### src/rtl/reciprocal_arbiter.sv
// Round-robin sharing of one 16.16 reciprocal unit among NB_REQUESTERS valid/ready ports.
// Accept-to-response latency is RECIP_LATENCY+1 cycles; at most one op in flight per requester.
module reciprocal_arbiter #(
   parameter int NB_REQUESTERS = 4,
   parameter int RECIP_LATENCY = 1
) (
   input  logic                          clk,
   input  logic                          reset_n_i,
   input  logic [NB_REQUESTERS-1:0]      req_valid_i,
   output logic [NB_REQUESTERS-1:0]      req_ready_o,
   input  logic [32*NB_REQUESTERS-1:0]   req_x_i,
   output logic [NB_REQUESTERS-1:0]      rsp_valid_o,
   input  logic [NB_REQUESTERS-1:0]      rsp_ready_i,
   output logic [32*NB_REQUESTERS-1:0]   rsp_z_o,
   output logic [31:0]                   recip_x_o,
   output logic                          recip_valid_o,
   input  logic [31:0]                   recip_z_i
);

   localparam int IDW = $clog2(NB_REQUESTERS);
   typedef logic [IDW-1:0] id_t;

   logic [NB_REQUESTERS-1:0] busy_q, busy_d;
   logic [NB_REQUESTERS-1:0] rsp_vld_q, rsp_vld_d;
   logic [31:0]              rsp_z_q [NB_REQUESTERS];
   id_t                      rr_ptr_q, rr_ptr_d;
   logic [RECIP_LATENCY-1:0] tag_vld_q;
   id_t                      tag_id_q [RECIP_LATENCY];
   logic [31:0]              recip_x_q, recip_x_d;
   logic                     recip_vld_q;

   logic [NB_REQUESTERS-1:0] eligible;
   logic                     grant_vld;
   id_t                      grant_id;
   logic [IDW:0]             scan_idx;
   logic                     cap_vld;
   id_t                      cap_id;
   logic [NB_REQUESTERS-1:0] rsp_hs;

   // Scan from rr_ptr upward, wrapping at NB_REQUESTERS; first eligible port wins.
   always_comb begin
      eligible  = req_valid_i & ~busy_q;
      grant_vld = 1'b0;
      grant_id  = '0;
      scan_idx  = '0;
      for (int i = 0; i < NB_REQUESTERS; i++) begin
         scan_idx = {1'b0, rr_ptr_q} + (IDW+1)'(i);
         if (scan_idx >= (IDW+1)'(NB_REQUESTERS)) begin
            scan_idx = scan_idx - (IDW+1)'(NB_REQUESTERS);
         end
         if (!grant_vld && eligible[scan_idx[IDW-1:0]]) begin
            grant_vld = 1'b1;
            grant_id  = scan_idx[IDW-1:0];
         end
      end
      req_ready_o = '0;
      if (grant_vld) begin
         req_ready_o[grant_id] = 1'b1;
      end
   end

   assign cap_vld = tag_vld_q[RECIP_LATENCY-1];
   assign cap_id  = tag_id_q[RECIP_LATENCY-1];
   assign rsp_hs  = rsp_vld_q & rsp_ready_i;

   // A granted port is never busy and a capturing port is never mid-handshake,
   // so the set/clear updates below never collide on the same bit.
   always_comb begin
      busy_d    = busy_q & ~rsp_hs;
      rsp_vld_d = rsp_vld_q & ~rsp_hs;
      rr_ptr_d  = rr_ptr_q;
      recip_x_d = recip_x_q;
      if (grant_vld) begin
         busy_d[grant_id] = 1'b1;
         recip_x_d        = req_x_i[32*grant_id +: 32];
         rr_ptr_d         = (grant_id == id_t'(NB_REQUESTERS-1)) ? '0 : grant_id + id_t'(1);
      end
      if (cap_vld) begin
         rsp_vld_d[cap_id] = 1'b1;
      end
   end

   always_ff @(posedge clk or negedge reset_n_i) begin
      if (!reset_n_i) begin
         busy_q      <= '0;
         rsp_vld_q   <= '0;
         rr_ptr_q    <= '0;
         recip_x_q   <= '0;
         recip_vld_q <= 1'b0;
         tag_vld_q   <= '0;
         for (int s = 0; s < RECIP_LATENCY; s++) begin
            tag_id_q[s] <= '0;
         end
         for (int k = 0; k < NB_REQUESTERS; k++) begin
            rsp_z_q[k] <= '0;
         end
      end else begin
         busy_q       <= busy_d;
         rsp_vld_q    <= rsp_vld_d;
         rr_ptr_q     <= rr_ptr_d;
         recip_x_q    <= recip_x_d;
         recip_vld_q  <= grant_vld;
         tag_vld_q[0] <= grant_vld;
         tag_id_q[0]  <= grant_id;
         for (int s = 1; s < RECIP_LATENCY; s++) begin
            tag_vld_q[s] <= tag_vld_q[s-1];
            tag_id_q[s]  <= tag_id_q[s-1];
         end
         if (cap_vld) begin
            rsp_z_q[cap_id] <= recip_z_i;
         end
      end
   end

   always_comb begin
      rsp_z_o = '0;
      for (int k = 0; k < NB_REQUESTERS; k++) begin
         rsp_z_o[32*k +: 32] = rsp_z_q[k];
      end
   end

   assign rsp_valid_o   = rsp_vld_q;
   assign recip_x_o     = recip_x_q;
   assign recip_valid_o = recip_vld_q;

endmodule

### config.mk
export PLATFORM = sky130hd
export DESIGN_NAME = reciprocal_arbiter
export DESIGN_NICKNAME = d
export VERILOG_FILES = /design/src/rtl/reciprocal_arbiter.sv
export SDC_FILE = /design/constraint.sdc
export NUM_CORES = 1
export LEC_CHECK = 0
export ABC_CLOCK_PERIOD_IN_PS = 1800
export BUFFER_PORTS_ARGS = -buffer_cell sky130_fd_sc_hd__buf_2
export CAP_MARGIN = 20
export CORE_MARGIN = 2
export CORE_UTILIZATION = 43
export CTS_CLUSTER_SIZE = 12
export DETAILED_ROUTE_END_ITERATION = 8
export PLACE_DENSITY = 0.76
export SYNTH_ARGS = -nofsm -noshare
export SYNTH_HDL_FRONTEND = slang
export SYNTH_SLANG_ARGS = --single-unit
### constraint.sdc
create_clock -name clk -period 1.8 [get_ports clk]
set_input_delay 0.09 -clock clk [delete_from_list [all_inputs] [get_ports clk]]
set_output_delay 0.09 -clock clk [all_outputs]
set_load 0.005 [all_outputs]
# After elaboration in Yosys (flattened, before gate mapping)
# Cells that the tools add are included.
# W data, S select, Z words.
# totals
regBits	173
latch_bits	0
ramBits	0
mem_bits_ro	0
out_inout_bits	169
mem_count	0
# classes
add_sub_neg	8
n_mul	0
n_div	0
n_lt_le_gt_ge	14
eq_ne	1
shifts	1
n_mux	31
bitwise	9
n_reduce_logical	9
# ops
op	n
$bwmux W128	1
$shiftx A128 B8 Y32	1
$demux W32 S2	1
$mux W32	1
$lt A2 B3 Y1 const B	6
$mux W2	9
$and A4 B4 Y4	4
$ge A3 B3 Y1 const B	4
$mux W4	3
$mux W1	10
$bmux W1 S2	4
$not A4 Y4	2
$or A4 B4 Y4	2
$sub A2 B1 Y2 const B	4
$add A2 B2 Y3 const B	2
$logic_and A1 B1 Y1	6
$demux W1 S2	2
$ge A2 B1 Y1 const B	2
$add A2 B1 Y3 const B	1
$ge A2 B3 Y1 const B	1
$logic_not A1 Y1	3
$lt A3 B1 Y1 const B	1
$not A2 Y3	1
$add A2 B1 Y2 const B	1
$eq A2 B2 Y1 const B	1

# Depth between registers and ports, before layout
# logic_depth
ltp_word	20
mapped_depth	9

# Worst setup path after synthesis
# No wires, ideal clock.
# synth_path
kind	flip-flop to flip-flop
start	register busy_q[0]
end	register rr_ptr_q[1]
setup_time_ns	0.125
arrival_time_ns	1.813
required_time_ns	1.675
path_slack_ns	-0.137
path_stages_with_launch	9
cell_sequence	dfrtp_1 nor2b_2 a2111oi_2 o32ai_1 buf_2 buf_2 inv_1 ha_1 mux2_2
# synth_via
elab_chain_len	16
# synth_rtl
element	line_no	text
start: declaration	23	logic [NB_REQUESTERS-1:0] busy_q, busy_d;
start signal: assignment	98	busy_q <= busy_d;
$not A4 Y4 (*)	42	eligible = req_valid_i & ~busy_q;
$and A4 B4 Y4 (*)	42	
$bmux W1 S2	51	if (!grant_vld && eligible[scan_idx[IDW-1:0]]) begin
$mux W1 (not written as such)	51	
$mux W1	51	
$logic_not A1 Y1	51	
$logic_and A1 B1 Y1	51	
$mux W1	51	
$logic_not A1 Y1	51	
$logic_and A1 B1 Y1	51	
$mux W1	51	
$logic_not A1 Y1	51	
$logic_and A1 B1 Y1	51	
$mux W2	51	
$add A2 B1 Y2 or $eq A2 B2 Y1 (tied branches)	76	rr_ptr_d = (grant_id == id_t'(NB_REQUESTERS-1)) ? '0 : grant_id + id_t'(1);
$mux W2	76	
end signal: assignment	100	rr_ptr_q <= rr_ptr_d;
end: declaration	26	id_t rr_ptr_q, rr_ptr_d;
# Mark *: on every way between the ends. The rest lies on a longest branch, timed or not. The select of a mux whose other input is x is not followed.
# A chain may end at the register's enable or synchronous reset.

# Worst setup path in the final report
# layout_path
start	register busy_q[0]
end	output port req_ready_o[3]
# layout_via
elab_chain_len	19
# layout_rtl
element	line_no	text
$not A4 Y4 (*)	42	
$and A4 B4 Y4 (*)	42	
$bmux W1 S2	51	
$mux W1 (not written as such)	51	
$mux W1	51	
$logic_not A1 Y1	51	
$logic_and A1 B1 Y1	51	
$mux W1	51	
(+3 left out)	-	
$logic_not A1 Y1	51	
$logic_and A1 B1 Y1	51	
$mux W2	51	
$lt A2 B3 Y1 (not written as such) or $ge A2 B1 Y1 (tied branches)	58	req_ready_o[grant_id] = 1'b1;
$logic_and A1 B1 Y1 (not written as such)	58	
$mux W1 (not written as such)	58	
$demux W1 S2	58	
$mux W4 (*)	57	if (grant_vld) begin
end: declaration	10	output logic [NB_REQUESTERS-1:0] req_ready_o,
# Marks and branches as above.

==> flow_summary.ini <==
[outcome]
outcome = finished with violations
failed_checks = negative setup slack

[timing]
slew_violations = 0
finalHoldViolCount = 0
fin_skew_ps = 12.6
relSlewSlack = 0.678
hold-worst-slack_ps = 15.6
max_freq_ghz = 0.452
period_needed_ps = 2210
worstMarginPinSlew_ps = 484
fin_ws_ps = -412
fin_crit_sh = 1.23
setup_viol = 39
rsz0062_at_grt = yes

[global_routing]
grt-ovfl-total = 0
grt_pass1_wl_mm = 36.6
grt_pass1_vias = 6712
grtUsageTotal = 0.241
antenna_found_initial = 0
grt_max_degree = 54

[cts]
cts_buffers = 17
cts_buffer_depth = 2
cts_tree = built
root_buffer = clkbuf_16
cts_max_level = 4
cts.sinks = 173
clkTransAtPathRegs_ps = 80
clk_latency_ps = 420

[placed_design]
place_congestion = 0.846
portBuffers = 338
place_ws_ps = -86.4
hpwlAfterDp_mm = 16.2

[yosys]
synth_seq_cells = 173
syn_avg_cell_area_um2 = 13.3
ys_async_sr_fraction = 1.00
ys.flop_type = dfrtp_1
ys_warn_count = 0
synth_edf_count = 0
synth_area_um2 = 7830
synth_cells = 589
synth_fp_nets = 760
synth_top_area_frac = 0.553
yosysMostFrequentCell = dfrtp_1
synth_area_leaders = dfrtp_1 55%, mux2_2 19%, a211oi_2 4.8%
synth_common_cells = 173 x dfrtp_1, 129 x mux2_2, 40 x inv_1
ys_seq_area_frac = 0.553
yosysUniqueCellTypes = 35
synth_top_area_cell = dfrtp_1

[setup_path]
critPathMaxStageDelay_ps = 430
timing.critical_path.mode_cell = buf_6
cp_data_arrival_time_ps = 2120
critical_path_buf_inv_count = 3
cp.required_ps = 1710
reg2reg_to = recip_x_o[26]
crit_cells = 8
critPathTopFamily = compound AO/OA/AOI/OAI gates
cp-startpoint = busy_q[0]
cp-start-kind = register
slowest_stage = dfrtp_1
r2r_cells = 8
r2r_slack_ps = -190
crit_chain = nor2b_4, a2111oi_4, o32ai_4, buf_6, inv_4, ha_4, and2_4, buf_6
rr_startpoint = busy_q[0]
path_max_fanout = 4
cp-end-kind = output pin
setup.worst_path.end = req_ready_o[3]
crit_type = register to output pin

[cells_and_area]
area_growth_pct = 52.1
drive_above_1_share = 0.657
final_nets = 1171
area.sequential_um2 = 4330
post-route-util = 0.666
fill_cells = 1311
antenna_cells = 0
multi_input_area_um2 = 3660

[routing]
drtIter0Drc = 287
via_count = 6605
remaining_drc_errors = 0
avgViaCountPerCell = 5.32
wire_per_inst_um = 19.3
first_pass_iters = 5
antenna_left = 0
routed_wl_mm = 24.0

[flow_run]
cap_violations = 0

[floorplan]
die_h_um = 139
die-area_um2 = 19300
row_count = 49
pin_count = 339
die-width_um = 139
coreArea_um2 = 17900
start_util = 0.438

[pwr]
leakage_nw = 5.63
power_density_nw_per_um2 = 1980
total_power_w = 0.0236
max-vdd-ir-drop_mv = 1.35

[min_path]
hold_path_class = primary input to register
-- flip-flops by register name (all words and copies together) (netlist names) --
register and cells:
busy_q 4, cap_id 2, recip_valid_o 1, recip_x_o 32
rr_ptr_q 2, rsp_valid_o 4, rsp_z_o 128
-- per-layer routing --
| layer | routed length [um] | vias up | global-route usage | share of wire |
|---|---|---|---|---|
| met5 | 0 | - | 0 | 0 |
| met4 | 865 | 0 | 0.0930 | 0.036 |
| met3 | 1620 | 63 | 0.0601 | 0.068 |
| met2 | 12400 | 344 | 0.428 | 0.52 |
| met1 | 9060 | 3231 | 0.280 | 0.38 |
| li1 | - | 2967 | - | - |
-- logic make-up (layout without fill, tap and decap cells) --
| kind of cell | count (synthesis) | count (layout) | synth area share |
|---|---|---|---|
| compound gates | 111 | 111 | 0.131 |
| simple gates | 59 | 59 | 0.0382 |
| mux | 161 | 161 | 0.226 |
| flops | 173 | 173 | 0.553 |
| buf+inv | 84 | 508 | 0.0500 |
| fa+ha+maj | 1 | 1 | 0.00160 |
-- tightest hold or removal path: stages --
cell and delay (ps):
buf_2 100, a211oi_4 50, a211oi_2 140
-- layout by cell type (no fill, tap or decap), types with 11 or more instances in the layout --
master and count:
buf_4 26, buf_6 11, inv_1 39, clkbuf_16 18
buf_12 19, nor2_1 35, mux2i_1 21, mux2_2 128
dfrtp_1 172, a211oi_2 48, dlygate4sd3_1 37, a221oi_1 20
buf_2 335
-- cell type report --
class | count | share of cell area
Clock buffer | 17 | 0.0357
Timing Repair Buffer | 435 | 0.242
Clock inverter | 15 | 0.0143
Inverter | 41 | 0.0133
Tap cell | 229 | 0.0240
Sequential cell | 173 | 0.363
Multi-Input combinational cell | 332 | 0.307
-- stage by stage --
step | instances | cell area, um2 | setup TNS (ps)
2_1_floorplan | 589 | 7870 | -109
3_3_place_gp | 1155 | 10100 | -340
3_5_place_dp | 1155 | 10100 | -1620
4_1_cts | 1237 | 11500 | -4500
5_1_grt | 1242 | 11900 | -8230
6_report | 1242 | 11900 | -5830
-- worst min-delay path by stage --
| stage | to | slack [ps] | cells past startpoint | from |
|---|---|---|---|---|
| 2_1_floorplan | busy_q[0] | -210 | 0 | reset_n_i |
| 3_3_place_gp | rsp_z_o[76] | 50 | 1 | reset_n_i |
| 3_5_place_dp | rsp_z_o[78] | 50 | 1 | reset_n_i |
| 4_1_cts | recip_x_o[9] | 2 | 3 | req_x_i[41] |
| 5_1_grt | recip_x_o[21] | 10 | 3 | req_x_i[117] |
| 6_report | recip_x_o[31] | 20 | 3 | req_x_i[127] |
-- report_power, final --
part           switching (W)  internal [W]
Combinational        0.00589       0.00692
Clock                0.00170       0.00199
Sequential           0.00112       0.00596
Total                0.00872        0.0149
-- what timing repair did --
action                                  CTS  global route
hold buffers                             37             0
gates resized for setup                  55            71
cloned                                    4             1
endpoints found under the hold margin   184             0
endpoints found under the setup margin   38            38
buffers inserted                          9             9
pin swaps                                16            18
No activity file was read; power rests on OpenSTA's default activity.
